<file path="src/rtl/ir_pkg.sv">
// Shared types, widths and helpers for the IR sensing sequencer.
package ir_pkg;

   localparam int unsigned RES_W  = 12;
   localparam int unsigned CHNL_W = 3;
   localparam int unsigned DTRM_W = 9;

   localparam logic [CHNL_W-1:0] LFT_CHNL  = 3'd0;
   localparam logic [CHNL_W-1:0] RGHT_CHNL = 3'd4;

   typedef enum logic [2:0] {IDLE, SETTLE, CNV_L, CNV_R, UPDT, WAIT} ir_seq_state_t;

   // Clamp a 14b signed delta into the 9b signed derivative range.
   function automatic logic signed [DTRM_W-1:0] sat9(input logic signed [13:0] d);
      if (d > 14'sd255)
         return 9'sd255;
      else if (d < -14'sd256)
         return -9'sd256;
      else
         return d[DTRM_W-1:0];
   endfunction

endpackage

</file>
<file path="src/rtl/ir_smpl_seq_if.sv">
// A2D request/response handshake between the IR sequencer and the shared converter.
interface ir_smpl_seq_if;
   import ir_pkg::*;

   logic              a2d_strt;
   logic [CHNL_W-1:0] a2d_chnl;
   logic              a2d_cnv_cmplt;
   logic [RES_W-1:0]  a2d_res;

   modport master (output a2d_strt, a2d_chnl, input a2d_cnv_cmplt, a2d_res);
   modport slave  (input a2d_strt, a2d_chnl, output a2d_cnv_cmplt, a2d_res);

endinterface

</file>
<file path="src/rtl/ir_dtrm_calc.sv">
// Open-side detection and saturated derivative of the left/right difference.
// IR_AVG_EN halves the delta before saturation.
module ir_dtrm_calc
   import ir_pkg::*;
#(
   parameter logic [RES_W-1:0] OPN_THRESH = 12'h300
) (
   input  logic                     clk,
   input  logic                     rst_n,
   input  logic [RES_W-1:0]         lft,
   input  logic [RES_W-1:0]         rght,
   input  logic                     upd,
   input  logic                     clr,
   output logic                     lft_opn_c,
   output logic                     rght_opn_c,
   output logic signed [DTRM_W-1:0] dtrm_c
);

   logic signed [RES_W:0]   diff;
   logic signed [RES_W:0]   prev_diff;
   logic signed [RES_W+1:0] delta;
   logic signed [RES_W+1:0] delta_s;
   logic                    prev_vld;

   always_comb begin
      lft_opn_c  = (lft < OPN_THRESH);
      rght_opn_c = (rght < OPN_THRESH);
      diff       = $signed({1'b0, lft}) - $signed({1'b0, rght});
      delta      = 14'(diff) - 14'(prev_diff);
`ifdef IR_AVG_EN
      delta_s    = delta >>> 1;
`else
      delta_s    = delta;
`endif
      dtrm_c     = '0;
      if (prev_vld && !lft_opn_c && !rght_opn_c)
         dtrm_c = sat9(delta_s);
   end

   // History only counts as valid when the sample it came from had both sides closed.
   always_ff @(posedge clk or negedge rst_n) begin
      if (!rst_n) begin
         prev_diff <= '0;
         prev_vld  <= 1'b0;
      end else if (clr) begin
         prev_vld  <= 1'b0;
      end else if (upd) begin
         prev_diff <= diff;
         prev_vld  <= ~(lft_opn_c | rght_opn_c);
      end
   end

endmodule

</file>
<file path="src/rtl/ir_smpl_seq.sv">
// IR emitter / A2D sequencer: settle, convert left then right, publish sample with derivative term.
// Build option IR_AVG_EN: two back-to-back conversions per side, averaged.
module ir_smpl_seq
   import ir_pkg::*;
#(
   parameter int unsigned      SETTLE_CLKS = 1024,
   parameter int unsigned      PERIOD_CLKS = 65536,
   parameter int unsigned      TMO_CLKS    = 4096,
   parameter logic [RES_W-1:0] OPN_THRESH  = 12'h300
) (
   input  logic                     clk,
   input  logic                     rst_n,
   input  logic                     en,
   ir_smpl_seq_if.master            a2d,
   output logic                     IR_en,
   output logic [RES_W-1:0]         lft_IR,
   output logic [RES_W-1:0]         rght_IR,
   output logic                     lft_opn,
   output logic                     rght_opn,
   output logic signed [DTRM_W-1:0] IR_Dtrm,
   output logic                     smpl_vld,
   output logic                     a2d_err
);

   localparam int unsigned SET_W = $clog2(SETTLE_CLKS + 1);
   localparam int unsigned PER_W = $clog2(PERIOD_CLKS + 1);
   localparam int unsigned TMO_W = $clog2(TMO_CLKS + 1);
   localparam int unsigned SUM_W = RES_W + 1;

   ir_seq_state_t state, nxt_state;

   logic [SET_W-1:0] set_cnt;
   logic [PER_W-1:0] per_cnt;
   logic [TMO_W-1:0] tmo_cnt;
   logic [RES_W-1:0] lft_raw, rght_raw, rd_val;

   logic cmplt, cnv, cnv_last;
   logic strt_nxt, upd, clr_prev, set_err;
   logic lft_opn_c, rght_opn_c;
   logic signed [DTRM_W-1:0] dtrm_c;

   assign cmplt = a2d.a2d_cnv_cmplt;
   assign cnv   = (state == CNV_L) || (state == CNV_R);

`ifdef IR_AVG_EN
   logic             second;
   logic [RES_W-1:0] acc;
   logic [SUM_W-1:0] sum;

   assign cnv_last = second;
   assign sum      = SUM_W'(acc) + SUM_W'(a2d.a2d_res);
   assign rd_val   = sum[SUM_W-1:1];

   // Tracks which of the two conversions on the current channel is in flight.
   always_ff @(posedge clk or negedge rst_n) begin
      if (!rst_n) begin
         second <= 1'b0;
         acc    <= '0;
      end else if (cnv && cmplt) begin
         second <= ~second;
         if (!second)
            acc <= a2d.a2d_res;
      end else if (!cnv) begin
         second <= 1'b0;
      end
   end
`else
   assign cnv_last = 1'b1;
   assign rd_val   = a2d.a2d_res;
`endif

   always_ff @(posedge clk or negedge rst_n) begin
      if (!rst_n)
         state <= IDLE;
      else
         state <= nxt_state;
   end

   // Next state and per-cycle strobes; a conversion in flight is always allowed to finish.
   always_comb begin
      nxt_state = state;
      strt_nxt  = 1'b0;
      upd       = 1'b0;
      clr_prev  = 1'b0;
      set_err   = 1'b0;
      case (state)
         IDLE: begin
            if (en)
               nxt_state = SETTLE;
         end
         SETTLE: begin
            if (!en) begin
               nxt_state = IDLE;
               clr_prev  = 1'b1;
            end else if (set_cnt == SET_W'(SETTLE_CLKS - 1)) begin
               nxt_state = CNV_L;
               strt_nxt  = 1'b1;
            end
         end
         CNV_L, CNV_R: begin
            if (cmplt) begin
               if (!en) begin
                  nxt_state = IDLE;
                  clr_prev  = 1'b1;
               end else if (!cnv_last) begin
                  strt_nxt  = 1'b1;
               end else if (state == CNV_L) begin
                  nxt_state = CNV_R;
                  strt_nxt  = 1'b1;
               end else begin
                  nxt_state = UPDT;
               end
            end else if (tmo_cnt == TMO_W'(TMO_CLKS - 1)) begin
               nxt_state = IDLE;
               set_err   = 1'b1;
               clr_prev  = 1'b1;
            end
         end
         UPDT: begin
            upd       = 1'b1;
            nxt_state = WAIT;
         end
         WAIT: begin
            if (!en) begin
               nxt_state = IDLE;
               clr_prev  = 1'b1;
            end else if (per_cnt == PER_W'(PERIOD_CLKS - 1)) begin
               nxt_state = SETTLE;
            end
         end
         default: nxt_state = IDLE;
      endcase
   end

   always_ff @(posedge clk or negedge rst_n) begin
      if (!rst_n) begin
         set_cnt <= '0;
         per_cnt <= '0;
         tmo_cnt <= '0;
      end else begin
         set_cnt <= (state == SETTLE) ? set_cnt + SET_W'(1) : '0;
         if ((nxt_state == SETTLE) && (state != SETTLE))
            per_cnt <= '0;
         else if (state != IDLE)
            per_cnt <= per_cnt + PER_W'(1);
         if (strt_nxt)
            tmo_cnt <= '0;
         else if (cnv)
            tmo_cnt <= tmo_cnt + TMO_W'(1);
      end
   end

   always_ff @(posedge clk or negedge rst_n) begin
      if (!rst_n) begin
         lft_raw  <= '0;
         rght_raw <= '0;
      end else if (cnv && cmplt && cnv_last) begin
         if (state == CNV_L)
            lft_raw  <= rd_val;
         else
            rght_raw <= rd_val;
      end
   end

   ir_dtrm_calc #(.OPN_THRESH(OPN_THRESH)) u_dtrm (
      .clk        (clk),
      .rst_n      (rst_n),
      .lft        (lft_raw),
      .rght       (rght_raw),
      .upd        (upd),
      .clr        (clr_prev),
      .lft_opn_c  (lft_opn_c),
      .rght_opn_c (rght_opn_c),
      .dtrm_c     (dtrm_c)
   );

   // Registered outputs; the sample set lands together with smpl_vld.
   always_ff @(posedge clk or negedge rst_n) begin
      if (!rst_n) begin
         IR_en        <= 1'b0;
         a2d.a2d_strt <= 1'b0;
         a2d.a2d_chnl <= '0;
         lft_IR       <= '0;
         rght_IR      <= '0;
         lft_opn      <= 1'b0;
         rght_opn     <= 1'b0;
         IR_Dtrm      <= '0;
         smpl_vld     <= 1'b0;
         a2d_err      <= 1'b0;
      end else begin
         IR_en        <= (nxt_state == SETTLE) || (nxt_state == CNV_L) || (nxt_state == CNV_R);
         a2d.a2d_strt <= strt_nxt;
         if (strt_nxt)
            a2d.a2d_chnl <= (nxt_state == CNV_R) ? RGHT_CHNL : LFT_CHNL;
         smpl_vld <= upd;
         if (upd) begin
            lft_IR   <= lft_raw;
            rght_IR  <= rght_raw;
            lft_opn  <= lft_opn_c;
            rght_opn <= rght_opn_c;
            IR_Dtrm  <= dtrm_c;
         end
         if (set_err)
            a2d_err <= 1'b1;
      end
   end

endmodule

</file>
<file path="src/flat_wrapper.sv">
// flat-port wrapper written by rule: the top's interface ports become plain ports
module ir_smpl_seq_flat import ir_pkg::*;
#(
   parameter int unsigned      SETTLE_CLKS = 1024,
   parameter int unsigned      PERIOD_CLKS = 65536,
   parameter int unsigned      TMO_CLKS    = 4096,
   parameter logic [RES_W-1:0] OPN_THRESH  = 12'h300
)
  (clk, rst_n, en, IR_en, lft_IR, rght_IR, lft_opn, rght_opn, IR_Dtrm, smpl_vld, a2d_err, a2d_a2d_strt, a2d_a2d_chnl, a2d_a2d_cnv_cmplt, a2d_a2d_res);
  ir_smpl_seq_if a2d_i ();
  input  logic clk;
  input  logic rst_n;
  input  logic en;
  output logic IR_en;
  output logic [RES_W-1:0] lft_IR;
  output logic [RES_W-1:0] rght_IR;
  output logic lft_opn;
  output logic rght_opn;
  output logic signed [DTRM_W-1:0] IR_Dtrm;
  output logic smpl_vld;
  output logic a2d_err;
  output wire logic [$bits(a2d_i.a2d_strt)-1:0] a2d_a2d_strt;
  output wire logic [$bits(a2d_i.a2d_chnl)-1:0] a2d_a2d_chnl;
  input wire logic [$bits(a2d_i.a2d_cnv_cmplt)-1:0] a2d_a2d_cnv_cmplt;
  input wire logic [$bits(a2d_i.a2d_res)-1:0] a2d_a2d_res;
  assign a2d_a2d_strt = a2d_i.a2d_strt;
  assign a2d_a2d_chnl = a2d_i.a2d_chnl;
  assign a2d_i.a2d_cnv_cmplt = a2d_a2d_cnv_cmplt;
  assign a2d_i.a2d_res = a2d_a2d_res;
  ir_smpl_seq #(.SETTLE_CLKS(SETTLE_CLKS), .PERIOD_CLKS(PERIOD_CLKS), .TMO_CLKS(TMO_CLKS), .OPN_THRESH(OPN_THRESH)) u_core (.clk(clk), .rst_n(rst_n), .en(en), .a2d(a2d_i), .IR_en(IR_en), .lft_IR(lft_IR), .rght_IR(rght_IR), .lft_opn(lft_opn), .rght_opn(rght_opn), .IR_Dtrm(IR_Dtrm), .smpl_vld(smpl_vld), .a2d_err(a2d_err));
endmodule
</file>
<file path="config.mk">
export PLATFORM = sky130hd
export DESIGN_NAME = ir_smpl_seq_flat
export DESIGN_NICKNAME = d
export VERILOG_FILES = /design/src/rtl/ir_pkg.sv /design/src/rtl/ir_smpl_seq_if.sv /design/src/rtl/ir_dtrm_calc.sv /design/src/rtl/ir_smpl_seq.sv /design/src/flat_wrapper.sv
export SDC_FILE = /design/constraint.sdc
export NUM_CORES = 1
export LEC_CHECK = 0
export BUFFER_PORTS_ARGS = -buffer_cell sky130_fd_sc_hd__buf_2
export CORE_UTILIZATION = 64
export CTS_CLUSTER_SIZE = 25
export DETAILED_ROUTE_END_ITERATION = 16
export GPL_TIMING_DRIVEN = 1
export PLACE_DENSITY = 0.95
export REMOVE_ABC_BUFFERS = 1
export SYNTH_ARGS = -nofsm -noshare
export SYNTH_HDL_FRONTEND = slang
export SYNTH_SLANG_ARGS = --single-unit
</file>
<file path="constraint.sdc">
create_clock -name clk -period 8.6 [get_ports clk]
set_clock_uncertainty 0.2 [all_clocks]
set_input_delay 0.43 -clock clk [delete_from_list [all_inputs] [get_ports clk]]
set_output_delay 0.43 -clock clk [all_outputs]
set_load 0.02 [all_outputs]
</file>
* Word level (Yosys, flattened, before mapping)
Cells that the tools add are included.
** Cells by class
- Eq/ne operators :: 12
- Reductions and logical operators :: 19
- Mux-type cells :: 34
- $lt $le $gt $ge :: 4
- Bitwise gates (word level) :: 4
- $add $sub $neg :: 5
- Multiply operators :: 0
- Divide/modulo/power cells :: 0
- Shift-type cells :: 0
** Operators by type and width (number)
- 17-bit two-way mux :: 2
- 3-bit two-way mux :: 10
- 9-bit two-way mux :: 3
- 13-bit two-way mux :: 2
- 12-bit by 10-bit < comparator with 1-bit output, second input constant :: 2
- 17-bit by 1-bit adder with 17-bit output, second input constant :: 1
- 17-bit by 16-bit == test with 1-bit output, second input constant :: 1
- 3-bit case mux with 5 select lines :: 1
- 14-bit by 9-bit > comparator with 1-bit output, second input constant :: 1
- 14-bit by 9-bit < comparator with 1-bit output, second input constant :: 1
- 13-bit by 13-bit subtractor with 14-bit output :: 1
- 13-bit by 1-bit adder with 13-bit output, second input constant :: 1
- 13-bit by 12-bit == test with 1-bit output, second input constant :: 1
- 1-bit two-way mux :: 13
- 12-bit by 12-bit subtractor with 13-bit output :: 1
- 3-bit by 2-bit == test with 1-bit output, second input constant :: 4
- 11-bit by 1-bit adder with 11-bit output, second input constant :: 1
- 11-bit by 10-bit == test with 1-bit output, second input constant :: 1
- 11-bit two-way mux :: 1
- 3-bit by 1-bit == test with 1-bit output, second input constant :: 2
- 3-bit == test, second input constant :: 2
- 2-bit AND reduction :: 3
- 2-bit nonzero test :: 3
- 1-bit logical AND :: 4
- 9 further kinds :: 16
** Storage, ports and cells
- Memories kept :: 0
- Register bits after elaboration :: 124
- RAM bits :: 0
- Input port bits :: 16
- Word-level logic and storage cells :: 96
- Output and inout bits :: 42
- Latch bits :: 0
- Memory bits (read-only) :: 0

* Longest topological paths before layout
Gate-level depths: netlist of the first run.
- Depth in word-level cells :: 8
- Mapped depth :: 18
- Mapped depth without buffers :: 18

* Cells and area by module
A second synthesis of the first run with hierarchy kept.
** Unflattened totals
- Cell total of the unflattened synthesis :: 628
- Area total of the unflattened synthesis :: 6690.2 µm²
** By module, submodules not included
- ir_smpl_seq :: sequential area each 2702.6 µm², instances 1, cells an instance 377, area each 4703.3 µm²
- ir_dtrm_calc :: sequential area each 350.3 µm², instances 1, cells an instance 251, area each 1986.9 µm²

* Least setup slack after synthesis of the first run
OpenSTA, ideal clock, no wires.
- Path type :: register to register
- From :: register u_core.rght_raw[0]
- To :: register u_core.IR_Dtrm[2]
- Setup time :: 126 ps
- Buffers on the path :: 0
- Data required time :: 8274 ps
- Stages on the path, launching flop included :: 17
- Path slack :: 4509 ps
- Clock period less this slack :: 4091 ps
- Data arrival time :: 3765 ps
- Cells stage by stage :: dfrtp_1 > ha_1 > fa_1 > nor2b_1 > o21ai_0 > a21oi_1 > o31ai_1 > a21oi_1 > xor2_1 > ha_1 > a21o_1 > a21o_1 > a41oi_2 > mux2i_1 > nand3_1 > o41a_4 > a221o_1
** On the way
- Word-level cells in the longest chain between the ends :: 6
- Elaborated cells on any way between the ends :: 10
- Those cells by class :: 2 x add/sub; 3 x order compare; 3 x mux; 2 x reduce/logical
** RTL lines
- start: declaration :: line ir_smpl_seq.sv:35 : logic [RES_W-1:0] lft_raw, rght_raw, rd_val;
- start signal: assignment :: line ir_smpl_seq.sv:161 : rght_raw <= rd_val;
- 12-bit by 12-bit subtractor with 13-bit output * :: line ir_dtrm_calc.sv:28 : diff = $signed({1'b0, lft}) - $signed({1'b0, rght});
- via u_core.u_dtrm.diff[8] :: line ir_dtrm_calc.sv:19 : logic signed [RES_W:0] diff;
- 13-bit by 13-bit subtractor with 14-bit output * :: line ir_dtrm_calc.sv:29 : delta = 14'(diff) - 14'(prev_diff);
- 14-bit by 9-bit < comparator with 1-bit output :: line ir_pkg.sv:17 : else if (d < -14'sd256)
- 9-bit two-way mux :: line ir_pkg.sv:17
- 9-bit two-way mux * :: line ir_pkg.sv:15 : if (d > 14'sd255)
- 9-bit two-way mux * :: line ir_dtrm_calc.sv:36 : if (prev_vld && !lft_opn_c && !rght_opn_c)
- end signal: assignment :: line ir_smpl_seq.sv:201 : IR_Dtrm <= dtrm_c;
- end: declaration :: line ir_smpl_seq.sv:20 : output logic signed [DTRM_W-1:0] IR_Dtrm,
Mark *: on every way through the listed nets, which the timed path passes. The rest lies on a longest branch.
A chain may end at the register's enable or synchronous reset.

* Final worst setup path of the first run
- From :: register u_core.rght_raw[0]
- To :: register u_core.IR_Dtrm[0]
Same word-level chain as after synthesis.

==> impl_metrics.yaml, run 1 <==
placed_design:
  place_inst: 796
  placed_area_mm2: 0.00662
  dpl.hpwl_mm: 8.94
  io_buffers: 55
  globalplace.congestion: 0.860
die:
  rows: 35
  start_util_pct: 66.6
  coreArea_mm2: 0.00933
  dieArea_mm2: 0.0101
  die_w_um: 101
  top_level_ports: 58
  die_h_um: 101
clock_network:
  cts_sinks: 122
  insertion_delay_ns: 0.53
  clockBufferDepth: 2
  cts.htree.levels: 4
  cts_tree: "built"
  post_cts_buffers: 0
  cts_resized: 0
  cts_inserted_buffers: 17
  root_buffer: "clkbuf_8"
  cts.clk_slew.worst_paths_ns: 0.06
layout:
  finish.instance_area_mm2: 0.00736
  area_growth_pct: 18.4
  final_cell_mix: "dfrtp_1 (122), nand2_1 (87), nor2_1 (74)"
  fin_cells: 841
  drive_above_1_share_pct: 17.4
  final_nets: 747
  final_common_cell: "dfrtp_1"
  num_antenna_cells: 0
  final_core_util_pct: 78.9
sta:
  hold_viol_final: 0
  tns_ns: 0
  rsz0062_at_grt: "false"
  fmax_ghz: 0.203
  drv_slew: 0
  relSlewSlack_pct: 31.0
  fin_crit_sh_pct: 57.2
  worst_pin_slew_ns: 1.04
  min_period_ns: 4.92
  setup_viol: 0
run:
  max_cap_viol_count: 0
global_routing:
  grt_max_degree: 83
  use_met3_pct: 8.18
  met2_usage_pct: 55.5
  gr-max-usage-layer: "met2"
  grt_pass1_wl_mm: 25.4
  grt_pass1_vias: 5129
  met1_usage_pct: 39.9
  antenna_found_initial: 1
  grt_overflow: 0
  grt_use_total_pct: 33.2
setup_path:
  cp.arrival_ns: 5.13
  required_ns: 8.81
  startpoint_type: "register"
  cp_max_fo: 8
  crit_path_end_kind: "register"
  path_class: "reg2reg"
route:
  ant_nets: 0
  routedWlPerCell_um: 18.3
  vias: 5172
  firstDrtPassIters: 7
  wl_mm: 15.4
  drt_iter0_markers: 434
  via_per_inst: 6.15
  drc: 0
synth:
  netlist_top_cells_area: "dfrtp_1 (49%), ha_1 (5.8%), nand2_1 (5.3%), mux2_2 (4.5%), nor2_1 (4.5%)"
  synthDistinctLibCells: 56
  yosys_most_used_dff: "dfrtp_1"
  synth_top_cell_by_area: "dfrtp_1"
  synth.cell_area_mm2: 0.00621
  synthDominantCellAreaShare_pct: 49.1
  avgSynthCellArea_um2: 9.96
  ys_seq_area_share_pct: 49.1
  synth_cells: 624
  synth_edf_count: 0
  ys_seq_elements: 122
  ys_async_sr_fraction_pct: 100
  yosys_warnings: 0
power:
  p_leak_nw: 3.60
  vdd_drop_max_uv: 172
  pwr_density_cell_mw_per_mm2: 295
  finalPower_mw: 2.17
run_status:
  status: "finished, final reports clean"
hold_path:
  holdCritPathClass: "in2reg"
## where the power goes
part / switching, mW / total, mW / internal [mW]
logic: 0.435 / 0.720 / 0.285
registers: 0.0608 / 0.718 / 0.657
clock network: 0.250 / 0.733 / 0.483
total: 0.746 / 2.17 / 1.43
## routing by layer
layer  vias up  wire (um)
met4         0        676
met3        78       1110
met5         -          0
met2       300       7670
met1      2516       5970
li1       2278          -
## per-stage QoR
step                      hold slack [ns]  setup WS (ns)
final                              0.0700           3.68
after floorplan                   -0.0656           4.51
after detailed placement            0.229           4.05
after CTS                          0.0496           3.76
after global placement              0.226           4.24
after global routing               0.0889           3.46
## cell families after synthesis
kind of cell             share of synthesized area, %
multiplexers                                     5.01
adder cells (fa/ha/maj)                          6.48
AO/OA/AOI/OAI                                    11.6
AND/OR/NAND/NOR                                  16.6
flip-flops                                       49.1
other                                          0.0603
buffers and inverters                            3.64
XOR/XNOR                                         7.47
## worst paths after layout
| kind | from | end | slack, ns | depth (start not counted) |
|---|---|---|---|---|
| max | u_core.rght_raw[0]$_DFFE_PN0P_ | u_core.IR_Dtrm[0]$_DFFE_PN0P_ | 3.68 | 16 |
| min | a2d_a2d_cnv_cmplt | u_core.u_dtrm.prev_vld$_DFFE_PN0P_ | 0.07 | 3 |
| max reg2reg | u_core.rght_raw[0]$_DFFE_PN0P_ | u_core.IR_Dtrm[0]$_DFFE_PN0P_ | 3.68 | 16 |
| min reg2reg | u_core.rght_IR[7]$_DFFE_PN0P_ | u_core.rght_IR[7]$_DFFE_PN0P_ | 0.27 | 2 |
| max in group asynchronous | rst_n | u_core.tmo_cnt[6]$_DFFE_PN0P_ | 6.58 | 3 |
| min in group asynchronous | rst_n | u_core.IR_Dtrm[0]$_DFFE_PN0P_ | 0.21 | 2 |
## state kept, by name, indices dropped and copies added, names as in the netlist, 11 cells and up
register / flops
u_core.u_dtrm.prev_diff: 13
u_core.lft_IR: 12
u_core.lft_raw: 12
u_core.rght_IR: 12
u_core.per_cnt: 17
u_core.tmo_cnt: 13
u_core.rght_raw: 12
u_core.set_cnt: 11
## what timing repair did
action,CTS,global route
hold endpoints to repair,63,0
hold buffers,14,0
endpoints found under the setup margin,0,0
## worst max-delay path, stage by stage, from the launching register on
cell,delay [ns]
dfrtp_1,0.41
ha_1,0.25
fa_1,0.42
nor2b_1,0.13
o21ai_0,0.11
a21oi_1,0.30
o31ai_1,0.17
a2111oi_0,0.70
o21a_1,0.28
o22ai_1,0.13
ha_1,0.36
nand2b_1,0.13
nor3_1,0.06
a21oi_1,0.15
nand3_1,0.15
o41a_4,0.55
a221o_1,0.29
## final cells by class
type,instances,area [um2]
flip-flops and latches,122,3050
inverters,41,154
repair buffers,73,448
clock buffers,23,457
fillers,517,1970
multi-input cells,445,2940
well taps,129,161
clock inverters,8,143
## synthesized netlist by cell type (2+ instances only)
master    instances
fa_1              2
and4_1            5
nor3_1           10
or2_2             2
a221o_1           8
mux2_2           25
a21oi_1          18
nand3_1          12
dfrtp_1         122
o211ai_1          2
nor2_1           74
clkbuf_1         11
nand2_1          87
nand4_1           8
xnor2_1          24
and3_1           10
xor2_1           29
or3_1             2
a41oi_1           2
a211oi_1          5
mux2i_1           3
buf_4             2
o31ai_1           4
inv_1            41
o21a_1            8
a31oi_1           3
buf_1             3
ha_1             29
nor2b_1           6
nand2b_1          4
a21o_1            7
o21ai_0          32
Power figures use the tool's default switching activity.
==> inputs of run 2 (changes only) <==
--- a/config.mk
+++ b/config.mk
@@ -6,11 +6,11 @@
 export NUM_CORES = 1
 export LEC_CHECK = 0
 export BUFFER_PORTS_ARGS = -buffer_cell sky130_fd_sc_hd__buf_2
-export CORE_UTILIZATION = 64
+export CORE_UTILIZATION = 60
 export CTS_CLUSTER_SIZE = 25
 export DETAILED_ROUTE_END_ITERATION = 16
 export GPL_TIMING_DRIVEN = 1
-export PLACE_DENSITY = 0.95
+export PLACE_DENSITY = 0.91
 export REMOVE_ABC_BUFFERS = 1
 export SYNTH_ARGS = -nofsm -noshare
 export SYNTH_HDL_FRONTEND = slang
==> constraint.sdc (replaced) <==
create_clock -name clk -period 5.1 [get_ports clk]
set_clock_uncertainty 0.2 [all_clocks]
set_input_delay 0.255 -clock clk [delete_from_list [all_inputs] [get_ports clk]]
set_output_delay 0.255 -clock clk [all_outputs]
set_load 0.02 [all_outputs]
==> run 2 against run 1 <==
Effect of this change: largest power group unchanged; highest routed layer unchanged; sequential share of layout area fell by 0.099 points; via count fell by 4.9%; flip-flop and latch count unchanged; clock power is 66% higher; routed wire length is 8.4% lower.
==> impl_metrics.yaml, run 2 (synthesis results as in run 1) <==
placed_design:
  io_buffers: 55
  dpl.hpwl_mm: 8.88
  place_inst: 799
  place_ws_ns: 0.544
  globalplace.congestion: 0.789
  placed_area_mm2: 0.00662
sta:
  relSlewSlack_pct: 26.5
  fin_ws_ns: 0.344
  worst_pin_slew_ns: 1.10
  drv_slew: 0
  tns_ns: 0
  min_period_ns: 4.76
  hold_viol_final: 0
  holdWs_ns: 0.213
  fin_crit_sh_pct: 93.3
  fmax_ghz: 0.210
  rsz0062_at_grt: "false"
  setup_viol: 0
run:
  max_cap_viol_count: 0
clock_network:
  cts.clk_slew.worst_paths_ns: 0.06
  cts.htree.levels: 4
  post_cts_buffers: 0
  cts_tree: "built"
  cts_inserted_buffers: 17
  root_buffer: "clkbuf_8"
  cts_sinks: 122
  insertion_delay_ns: 0.52
  clockBufferDepth: 2
global_routing:
  grt_pass1_vias: 4963
  grt_use_total_pct: 27.3
  antenna_found_initial: 0
  grt_overflow: 0
  grt_max_degree: 74
  grt_pass1_wl_mm: 23.3
die:
  rows: 36
  dieArea_mm2: 0.0108
  start_util_pct: 62.7
  coreArea_mm2: 0.00991
  top_level_ports: 58
  die_h_um: 104
  die_w_um: 104
power:
  pwr_density_cell_mw_per_mm2: 490
  p_leak_nw: 3.60
  finalPower_mw: 3.61
  vdd_drop_max_uv: 275
setup_path:
  crit_path_end_kind: "register"
  reg2reg_from: "u_core.rght_raw[0]$_DFFE_PN0P_"
  cp_max_fo: 8
  endpoint: "u_core.IR_Dtrm[6]$_DFFE_PN0P_"
  cp.arrival_ns: 4.95
  crit_start: "u_core.rght_raw[0]$_DFFE_PN0P_"
  reg2reg_slack_ns: 0.34
  startpoint_type: "register"
  r2r_cells: 16
  required_ns: 5.29
  worstReg2RegEnd: "u_core.IR_Dtrm[6]$_DFFE_PN0P_"
  path_class: "reg2reg"
layout:
  largest-register: "u_core.per_cnt"
  final_common_cell: "dfrtp_1"
  fin_cells: 846
  largest_reg_flops: 17
  final_cell_mix: "dfrtp_1 (122), nand2_1 (87), nor2_1 (74)"
  num_antenna_cells: 0
  finish.instance_area_mm2: 0.00738
  drive_above_1_share_pct: 17.8
  final_core_util_pct: 74.4
  area_growth_pct: 18.7
  final_nets: 747
  top_regs: "u_core.per_cnt (17), u_core.tmo_cnt (13), u_core.u_dtrm.prev_diff (13)"
run_status:
  status: "finished, final reports clean"
route:
  ant_nets: 0
  vias: 4917
  drt_iter0_markers: 359
  firstDrtPassIters: 5
  wl_mm: 14.1
  drc: 0
  via_per_inst: 5.81
  routedWlPerCell_um: 16.7
hold_path:
  holdCritPathClass: "in2async"
run 2: changes by cell type in the layout (fill, tap and decap cells not counted), sizes merged:
cell         delta
inv             +3
bufinv          -1
clkinv          -1
dlygate4sd3     +1
clkinvlp        +3
clkbuf          -3
buf             -1
run 2: worst min path at each step:
| stage | startpoint | endpoint | slack, ns | cells past startpoint |
|---|---|---|---|---|
| 2_1_floorplan | rst_n | u_core.IR_Dtrm[0]$_DFFE_PN0P_ | -0.24 | 0 |
| 3_3_place_gp | rst_n | u_core.IR_Dtrm[1]$_DFFE_PN0P_ | 0.22 | 1 |
| 3_5_place_dp | rst_n | u_core.IR_Dtrm[0]$_DFFE_PN0P_ | 0.24 | 1 |
| 4_1_cts | rst_n | u_core.IR_Dtrm[0]$_DFFE_PN0P_ | 0.24 | 2 |
| 5_1_grt | u_core.set_cnt[0]$_DFF_PN0_ | u_core.set_cnt[0]$_DFF_PN0_ | 0.29 | 1 |
| 6_report | rst_n | u_core.u_dtrm.prev_diff[2]$_DFFE_PN0P_ | 0.21 | 2 |
run 2: area by class of cell:
type	instances	area, um2
flip-flops and latches	122	3050
repair buffers	73	450
multi-input cells	445	2940
inverters	41	154
well taps	133	166
fillers	660	2530
clock buffers	20	445
clock inverters	12	164
run 2: timing repair:
| item | 4_1_cts | 5_1_grt |
|---|---|---|
| hold endpoints to repair | 99 | 0 |
| hold buffers | 15 | 0 |
| resized for setup | 0 | 0 |
run 2: power breakdown:
| part | switching, mW | internal (mW) |
|---|---|---|
| combinational | 0.698 | 0.481 |
| sequential | 0.101 | 1.11 |
| clock | 0.447 | 0.776 |
| total | 1.25 | 2.37 |
run 2: per-layer routing:
layer	wire [um]	part of all wire (%)	vias to the layer above	track usage [%]
li1	-	-	2281	-
met1	5870	42	2419	32.7
met2	7240	51	176	48.4
met3	652	4.6	41	5.35
met4	371	2.6	0	11.0
met5	0	0	-	0
run 2: worst max-delay path: stages, from the launching register on:
cell and delay (ns):
dfrtp_1 0.41, ha_1 0.24, fa_1 0.42, nor2b_1 0.18, o21ai_0 0.12, a21oi_1 0.28, o31ai_1 0.15, a2111oi_0 0.61
o21a_1 0.26, o22ai_1 0.12, ha_1 0.35, nand2b_1 0.13, nor3_1 0.07, a21oi_1 0.12, nand3_1 0.13, o41a_4 0.56
a221o_1 0.28
